`src/rtl/pad_bank_dir_ctrl_if.sv`:
```
// Signal bundle between the tile interface controller, the pad bank sequencer
// and the pad wrapper cells of one bidirectional I/O bank.
interface pad_bank_dir_ctrl_if #(
  parameter int NPADS = 8
);
  logic             dir_req_valid;
  logic             dir_req_out;
  logic             dir_req_ready;
  logic             cfg_we;
  logic [1:0]       cfg_ds;
  logic             cfg_sr;
  logic [NPADS-1:0] tx_data;
  logic [NPADS-1:0] rx_data;
  logic             rx_valid;
  logic             busy;
  logic [NPADS-1:0] pad_a;
  logic             pad_oe;
  logic             pad_ie;
  logic             pad_ds0;
  logic             pad_ds1;
  logic             pad_sr;
  logic [NPADS-1:0] pad_y;

  modport master (
    output dir_req_valid, dir_req_out, cfg_we, cfg_ds, cfg_sr, tx_data, pad_y,
    input  dir_req_ready, rx_data, rx_valid, busy, pad_a, pad_oe, pad_ie,
           pad_ds0, pad_ds1, pad_sr
  );

  modport slave (
    input  dir_req_valid, dir_req_out, cfg_we, cfg_ds, cfg_sr, tx_data, pad_y,
    output dir_req_ready, rx_data, rx_valid, busy, pad_a, pad_oe, pad_ie,
           pad_ds0, pad_ds1, pad_sr
  );
endinterface

```
`src/rtl/pad_bank_dir_ctrl.sv`:
```
// Direction and drive-config sequencer for a bank of pads sharing one OE/IE set.
// Every direction change passes through TA_CYCLES cycles with both OE and IE low.
module pad_bank_dir_ctrl #(
  parameter int NPADS       = 8,
  parameter int TA_CYCLES   = 2,
  parameter int SYNC_STAGES = 2
) (
  input  logic                 clk,
  input  logic                 rstn,
  pad_bank_dir_ctrl_if.slave   bus
);

  typedef enum logic [2:0] {
    ST_STARTUP,
    ST_IN,
    ST_TA_OUT,
    ST_OUT,
    ST_TA_IN
  } state_t;

  localparam logic [3:0] TA_LAST = 4'(TA_CYCLES - 1);
  localparam logic [2:0] SYNC_N  = 3'(SYNC_STAGES);

  state_t           r_state;
  state_t           w_nextState;
  logic [3:0]       r_taCnt;
  logic [3:0]       w_taCntNext;
  logic [2:0]       r_inCnt;
  logic [2:0]       w_inCntNext;
  logic             w_accept;
  logic             w_taDone;
  logic             w_inTurn;

  logic             w_oe;
  logic             w_ie;
  logic             w_ready;
  logic             w_busy;
  logic             w_rxValid;

  logic             r_oe;
  logic             r_ie;
  logic             r_ready;
  logic             r_busy;
  logic             r_rxValid;
  logic [1:0]       r_ds;
  logic             r_sr;
  logic [NPADS-1:0] r_padA;
  logic [NPADS-1:0] r_sync [SYNC_STAGES];

  assign w_accept = bus.dir_req_valid && ((r_state == ST_IN) || (r_state == ST_OUT));
  assign w_taDone = (r_taCnt == TA_LAST);

  always_comb begin
    w_nextState = r_state;
    case (r_state)
      ST_STARTUP: if (w_taDone) w_nextState = ST_IN;
      ST_IN:      if (w_accept && bus.dir_req_out) w_nextState = ST_TA_OUT;
      ST_TA_OUT:  if (w_taDone) w_nextState = ST_OUT;
      ST_OUT:     if (w_accept && !bus.dir_req_out) w_nextState = ST_TA_IN;
      ST_TA_IN:   if (w_taDone) w_nextState = ST_IN;
      default:    w_nextState = ST_STARTUP;
    endcase
  end

  // Dead-cycle counter counts up from 0 so the post-reset value of 0 also times STARTUP.
  always_comb begin
    w_inTurn    = ((r_state == ST_STARTUP) || (r_state == ST_TA_OUT) ||
                   (r_state == ST_TA_IN)) && (w_nextState == r_state);
    w_taCntNext = w_inTurn ? (r_taCnt + 4'd1) : 4'd0;
    if ((r_state == ST_IN) && (w_nextState == ST_IN))
      w_inCntNext = (r_inCnt == SYNC_N) ? r_inCnt : (r_inCnt + 3'd1);
    else
      w_inCntNext = 3'd0;
  end

  always_ff @(posedge clk or negedge rstn) begin
    if (!rstn) begin
      r_state <= ST_STARTUP;
      r_taCnt <= 4'd0;
      r_inCnt <= 3'd0;
    end else begin
      r_state <= w_nextState;
      r_taCnt <= w_taCntNext;
      r_inCnt <= w_inCntNext;
    end
  end

  // Outputs decode the next state so the pads switch on the same edge as the FSM.
  always_comb begin
    w_oe      = (w_nextState == ST_OUT);
    w_ie      = (w_nextState == ST_IN);
    w_ready   = w_oe || w_ie;
    w_busy    = !w_ready;
    w_rxValid = w_ie && (w_inCntNext == SYNC_N);
  end

  always_ff @(posedge clk or negedge rstn) begin
    if (!rstn) begin
      r_oe      <= 1'b0;
      r_ie      <= 1'b0;
      r_ready   <= 1'b0;
      r_busy    <= 1'b1;
      r_rxValid <= 1'b0;
    end else begin
      r_oe      <= w_oe;
      r_ie      <= w_ie;
      r_ready   <= w_ready;
      r_busy    <= w_busy;
      r_rxValid <= w_rxValid;
    end
  end

  always_ff @(posedge clk or negedge rstn) begin
    if (!rstn) begin
      r_ds <= 2'b00;
      r_sr <= 1'b0;
    end else if (bus.cfg_we && (r_state != ST_OUT)) begin
      r_ds <= bus.cfg_ds;
      r_sr <= bus.cfg_sr;
    end
  end

  always_ff @(posedge clk or negedge rstn) begin
    if (!rstn) begin
      r_padA <= '0;
      for (int i = 0; i < SYNC_STAGES; i++) r_sync[i] <= '0;
    end else begin
      r_padA    <= bus.tx_data;
      r_sync[0] <= bus.pad_y;
      for (int i = 1; i < SYNC_STAGES; i++) r_sync[i] <= r_sync[i-1];
    end
  end

  assign bus.dir_req_ready = r_ready;
  assign bus.busy          = r_busy;
  assign bus.pad_oe        = r_oe;
  assign bus.pad_ie        = r_ie;
  assign bus.rx_valid      = r_rxValid;
  assign bus.rx_data       = r_sync[SYNC_STAGES-1];
  assign bus.pad_a         = r_padA;
  assign bus.pad_ds0       = r_ds[0];
  assign bus.pad_ds1       = r_ds[1];
  assign bus.pad_sr        = r_sr;

endmodule
```
`src/flat_wrapper.sv`:
```
// flat-port wrapper written by rule: the top's interface ports become plain ports
module pad_bank_dir_ctrl_flat 
#(
  parameter int NPADS       = 8,
  parameter int TA_CYCLES   = 2,
  parameter int SYNC_STAGES = 2
)
  (clk, rstn, bus_dir_req_valid, bus_dir_req_out, bus_cfg_we, bus_cfg_ds, bus_cfg_sr, bus_tx_data, bus_pad_y, bus_dir_req_ready, bus_rx_data, bus_rx_valid, bus_busy, bus_pad_a, bus_pad_oe, bus_pad_ie, bus_pad_ds0, bus_pad_ds1, bus_pad_sr);
  pad_bank_dir_ctrl_if #(.NPADS(NPADS)) bus_i ();
  input  logic clk;
  input  logic rstn;
  input wire logic [$bits(bus_i.dir_req_valid)-1:0] bus_dir_req_valid;
  input wire logic [$bits(bus_i.dir_req_out)-1:0] bus_dir_req_out;
  input wire logic [$bits(bus_i.cfg_we)-1:0] bus_cfg_we;
  input wire logic [$bits(bus_i.cfg_ds)-1:0] bus_cfg_ds;
  input wire logic [$bits(bus_i.cfg_sr)-1:0] bus_cfg_sr;
  input wire logic [$bits(bus_i.tx_data)-1:0] bus_tx_data;
  input wire logic [$bits(bus_i.pad_y)-1:0] bus_pad_y;
  output wire logic [$bits(bus_i.dir_req_ready)-1:0] bus_dir_req_ready;
  output wire logic [$bits(bus_i.rx_data)-1:0] bus_rx_data;
  output wire logic [$bits(bus_i.rx_valid)-1:0] bus_rx_valid;
  output wire logic [$bits(bus_i.busy)-1:0] bus_busy;
  output wire logic [$bits(bus_i.pad_a)-1:0] bus_pad_a;
  output wire logic [$bits(bus_i.pad_oe)-1:0] bus_pad_oe;
  output wire logic [$bits(bus_i.pad_ie)-1:0] bus_pad_ie;
  output wire logic [$bits(bus_i.pad_ds0)-1:0] bus_pad_ds0;
  output wire logic [$bits(bus_i.pad_ds1)-1:0] bus_pad_ds1;
  output wire logic [$bits(bus_i.pad_sr)-1:0] bus_pad_sr;
  assign bus_i.dir_req_valid = bus_dir_req_valid;
  assign bus_i.dir_req_out = bus_dir_req_out;
  assign bus_i.cfg_we = bus_cfg_we;
  assign bus_i.cfg_ds = bus_cfg_ds;
  assign bus_i.cfg_sr = bus_cfg_sr;
  assign bus_i.tx_data = bus_tx_data;
  assign bus_i.pad_y = bus_pad_y;
  assign bus_dir_req_ready = bus_i.dir_req_ready;
  assign bus_rx_data = bus_i.rx_data;
  assign bus_rx_valid = bus_i.rx_valid;
  assign bus_busy = bus_i.busy;
  assign bus_pad_a = bus_i.pad_a;
  assign bus_pad_oe = bus_i.pad_oe;
  assign bus_pad_ie = bus_i.pad_ie;
  assign bus_pad_ds0 = bus_i.pad_ds0;
  assign bus_pad_ds1 = bus_i.pad_ds1;
  assign bus_pad_sr = bus_i.pad_sr;
  pad_bank_dir_ctrl #(.NPADS(NPADS), .TA_CYCLES(TA_CYCLES), .SYNC_STAGES(SYNC_STAGES)) u_core (.clk(clk), .rstn(rstn), .bus(bus_i));
endmodule
```
`config.mk`:
```
export PLATFORM = sky130hd
export DESIGN_NAME = pad_bank_dir_ctrl_flat
export DESIGN_NICKNAME = d
export VERILOG_FILES = /design/src/rtl/pad_bank_dir_ctrl_if.sv /design/src/rtl/pad_bank_dir_ctrl.sv /design/src/flat_wrapper.sv
export SDC_FILE = /design/constraint.sdc
export NUM_CORES = 1
export LEC_CHECK = 0
export BUFFER_PORTS_ARGS = -buffer_cell sky130_fd_sc_hd__buf_2
export CORE_UTILIZATION = 30
export CTS_BUF_LIST = sky130_fd_sc_hd__clkbuf_4
export CTS_CLUSTER_DIAMETER = 200
export DETAILED_ROUTE_END_ITERATION = 10
export PLACE_DENSITY = 0.56
export SYNTH_ARGS = -nofsm -noshare
export SYNTH_HDL_FRONTEND = slang
export SYNTH_SLANG_ARGS = --single-unit
```
`constraint.sdc`:
```
create_clock -name clk -period 1.8 [get_ports clk]
set_clock_uncertainty 0.1 [all_clocks]
set_input_delay 0.27 -clock clk [delete_from_list [all_inputs] [get_ports clk]]
set_output_delay 0.27 -clock clk [all_outputs]
set_load 0.03 [all_outputs]
```
Yosys cells after proc, flatten, opt, wreduce, memory -nomap -nowiden --
Cells that the tools add are included.
Storage, ports and cells: word-level logic and storage cells 49, ROM bits 0, flip-flop bits (word level) 42, memories 0, output and inout port bits 24, bits in latches 0, bits in writable memories 0, input port bits 24
Cells by class: $add $sub $neg 2, equal/unequal tests 11, reduce and logical (&&, ||, !) cells 15, bitwise gates (word level) 0, shifts and indexed selects 0, divide/modulo/power cells 0, mux-type cells 8, order comparisons 0, multiply operators 0
Operator list (count):
- 3-bit two-way mux | 6
- 3-bit by 2-bit equality test with 1-bit output, second input constant | 5
- 3-bit one-hot mux with 4 select lines | 1
- 1-bit logical AND | 7
- 3-bit by 1-bit equality test with 1-bit output, second input constant | 2
- 4-bit by 1-bit adder with 4-bit output, second input constant | 1
- 4-bit by 1-bit equality test with 1-bit output, second input constant | 1
- 1-bit logical OR | 4
- 4-bit two-way mux | 1
- 3-bit by 1-bit adder with 3-bit output, second input constant | 1
- 3-bit equality test | 1
- 3-bit equality test, second input constant | 1
- 3-bit zero test | 1
- 3-bit by 2-bit inequality test with 1-bit output, second input constant | 1
- 1-bit zero test | 2
- 2-bit OR reduction | 1

Longest topological paths before layout --
word-level depth 11, depth in mapped cells 5, gate-level depth less buffers 5

Worst setup path before layout --
No wires, ideal clock.
kind reg-to-reg, start point reg u_core.r_inCnt[0], end point reg u_core.r_rxValid, in the netlist u_core.bus.rx_valid, buffers on the path 0, data required time 1.589 ns, clock period less this slack 1.597 ns, data arrival time 1.385 ns, setup time 0.111 ns, setup slack 0.203 ns, stages on the path, launching flop included 5, path through dfrtp_1 -> ha_1 -> or3_1 -> a22o_1 -> a2111oi_2
Between the ends: cells in the longest elaborated chain, start to end 5, elaborated cells between the ends (all ways) 6, classes of those cells 1 x add/sub; 2 x eq/ne; 2 x mux; 1 x reduce/logical
RTL lines:
- from (decl) | line pad_bank_dir_ctrl.sv:28 | logic [2:0] r_inCnt;
- from (signal assigned) | line pad_bank_dir_ctrl.sv:84 | r_inCnt <= w_inCntNext;
- 3-bit by 1-bit adder with 3-bit output / 3-bit by 2-bit equality test with 1-bit output (equally long branches) | line pad_bank_dir_ctrl.sv:71 | w_inCntNext = (r_inCnt == SYNC_N) ? r_inCnt : (r_inCnt + 3'd1);
- 3-bit two-way mux * | line pad_bank_dir_ctrl.sv:71
- 3-bit two-way mux * | line pad_bank_dir_ctrl.sv:70 | if ((r_state == ST_IN) && (w_nextState == ST_IN))
- 3-bit by 2-bit equality test with 1-bit output * | line pad_bank_dir_ctrl.sv:94 | w_rxValid = w_ie && (w_inCntNext == SYNC_N);
- 1-bit logical AND * | line pad_bank_dir_ctrl.sv:94
- net u_core.w_rxValid | line pad_bank_dir_ctrl.sv:38 | logic w_rxValid;
- to (signal assigned) | line pad_bank_dir_ctrl.sv:109 | r_rxValid <= w_rxValid;
- to (decl) | line pad_bank_dir_ctrl.sv:44 | logic r_rxValid;
The timed path passes the listed nets; every way through them passes the cells marked *. A chain may end at the register's enable or synchronous reset.

Final worst setup path --
Same ends and word-level chain as after synthesis.

==> results.md <==
* Initial Util at 31.3%
* Final Wtd Congestion at 0.805
* Detailed Route WL at 2.68 mm
* Crit-path max cell delay at 0.42 ns
* Worst hold path type: input pin to register
* P per Cell Area at 1290 nW/um^2
* Die H at 72.2 um
* Number of standard cells after synthesis at 106
* Max Cap Violations at 0
* Vias in the first global route at 1032
* Slew @ Worst Pin at 0.488 ns
* Clock Latency Late Sink at 0.34 ns
* Largest net degree at the start of global routing at 23
* Worst-path clk slew at 0.12 ns
* EDFF count, synth at 0
* First-pass GRT wire length at 4.56 mm
* WS Path Type: register to register
* Cell Rows at 25
* Yosys warnings at 0
* Syn avg cell area at 13.9 sq um
* Synth top area cells: dfrtp_1 69%, buf_4 4.1%, ha_1 3.4%, nor2_1 2.8%, mux2_2 2.3%
* Core Util, Final at 42.3%
* Top cells by count, synth: 41 x dfrtp_1, 11 x nor2_1, 8 x buf_4
* Crit. End Element: register
* Status: finished, final reports clean
* Detailed Routing Iterations Pass 1 at 4
* CTS Buffer Depth at 2
* Prevailing post-synth register cell: dfrtp_1
* Antenna-violating nets left at 0
* Vias per cell at 4.18
* Fin cells at 238
* Vias at 996
* Clk sinks at 42
* Cts bufs inserted at 5
* Mapped cell area at 1480 sq um
* Antenna violations before repair at 0
* Post-DP HPWL at 1.88 mm
* Top cell type's share of synthesized area at 69.5%
* FILL cells at 441
* CP top delay family: compound AO/OA/AOI/OAI gates
* Sequential element share of the synthesized area at 71.3%
* Worst slack, placed at 0.0714 ns
* CTS tree: built
* CTS H-tree depth at 2
* Slew HR at 67.4%
* Final setup TNS at 0 ns
* Most common cell in the synthesized netlist: dfrtp_1
* Syn nets at 134
* Area post-placement at 1740 sq um
* Die X at 72.2 um
* Area leader, netlist: dfrtp_1
* Crit Path Max Fanout at 4
* Peak supply drop at 473 uV
* # IOs at 48
* Nets at 198
* Buf+Inv Stages, Crit Path at 0
* Layout area overhead at 35.2%
* Number of distinct library cells after synthesis at 26
* Gr ovfl total at 0
* Initial drt markers at 19
* Root buf cell: clkbuf_4
* # DRC at 0
* Pleak at 0.970 nW
* Final setup fails at 0
* Slew Limit Fails at 0
* Setup WS post-layout at 0.100 ns
* Fin. Hold Viols at 0
* Core area at 4720 sq um
* DR WL/cell at 11.3 um
* Ratio of cells with drive above 1 in the final layout at 37.4%
* Min Clock Period, post-route at 1.70 ns
* Required @ worst endpoint at 1.93 ns
* Worst path arrival time at 1.83 ns
* Diodes inserted at 0
* Peak Freq at 588 MHz
* Worst-path cell chain: ha_1 > or3_1 > a22o_1 > a2111oi_2
* CP max-delay cell: dfrtp_1
* Yosys reg bits at 42
* RSZ-0062 raised after global routing: no
* Placed Cells at 212
* FFs w/ async S/R, synth at 100%
* Final instance area at 2000 sq um
* Startpoint Class: register
* Final Cycle Share at 94.4%
* Total Routing Usage GR at 11.7%
* DIE AREA at 5210 sq um
* Port Buffer Count at 47
[state kept, by name, summed over array words and instances (netlist names)]
name and count:
u_core.r_taCnt 4, u_core.r_inCnt 3, u_core.bus.pad_a 8, u_core.bus.rx_data 8, u_core.r_state 3, u_core.bus.rx_valid 1
u_core.bus.pad_ie 1, u_core.bus.dir_req_ready 1, u_core.r_sync 8, u_core.bus.busy 1, u_core.bus.pad_sr 1, u_core.bus.pad_oe 1
u_core.r_ds 2
[per-stage QoR]
stage	power [mW]	hold WS (ns)
floorplan	1.77	-0.126
global placement	1.93	0.150
detailed placement	1.97	0.172
CTS	2.59	0.0301
global route	2.74	0.0341
finish	2.57	0.0534
[final timing paths]
kind                                    from               endpoint  slack (ns)  cells after the start
max                        u_core.r_inCnt[0]    u_core.bus.rx_valid        0.10                      4
min                            bus_cfg_ds[0]         u_core.r_ds[0]        0.05                      2
max reg2reg                u_core.r_inCnt[0]    u_core.bus.rx_valid        0.10                      4
min reg2reg                u_core.r_sync[14]  u_core.bus.rx_data[6]        0.25                      0
max in group asynchronous               rstn  u_core.bus.rx_data[4]        0.65                      3
min in group asynchronous               rstn      u_core.r_inCnt[2]        0.30                      2
[power breakdown]
group	switching (mW)	total (mW)	leakage [nW]	internal, mW
clock	0.291	0.579	0.0450	0.288
combinational	0.464	0.765	0.415	0.301
sequential	0.119	1.23	0.510	1.11
[cell usage in the layout (no fill, tap or decap), drive strengths merged]
cell and n:
buf 49, dfrtp 41, dlygate4sd3 17, nor2 11, a21oi 6, clkbuf 5
nand2 4, inv 4, ha 4, nand2b 3, mux2 3, nand3 2
nand3b 2, a211oi 2, nor3b 2, xnor2 2, clkinv 2, o21ai 2
or4b 1, a211o 1, xor2 1, a21o 1, or3 1, a21boi 1
a22o 1, a2111oi 1, bufinv 1, dfstp 1
[cells by family after synthesis]
group,synth area share (%)
XOR/XNOR,1.78
AO/OA/AOI/OAI,6.95
buffers and inverters,5.42
multiplexers,2.29
adder cells (fa/ha/maj),3.39
AND/OR/NAND/NOR,8.90
flip-flops,71.3
[area by class of cell]
| cell class | count | area [sq um] | share of cell area, % |
|---|---|---|---|
| flip-flops and latches | 42 | 1050 | 52.7 |
| inverters | 4 | 15.0 | 0.752 |
| clock inverters | 3 | 40.0 | 2.01 |
| repair buffers | 66 | 420 | 21.1 |
| multi-input cells | 51 | 347 | 17.4 |
| clock buffers | 5 | 37.5 | 1.88 |
| well taps | 67 | 83.8 | 4.20 |
[what timing repair did]
action | CTS | global route
setup buffers | 0 | 1
gates resized for setup | 0 | 1
setup endpoints to repair | 0 | 1
endpoints found under the hold margin | 36 | 0
hold buffers | 17 | 0
[metal layers]
layer	vias up	share of wire (%)	routed length, um	GRT usage, %
met5	-	0	0	0
met4	0	1.1	29	5.23
met3	5	6.4	171	3.89
met2	38	51	1360	20.8
met1	482	42	1120	12.6
li1	471	-	-	-
[worst register-to-register path, stage by stage (launching register included)]
cell and delay [ns]:
dfrtp_1 0.42, ha_1 0.24, or3_1 0.35, a22o_1 0.20
a2111oi_2 0.27
No activity file was read; power rests on OpenSTA's default activity.
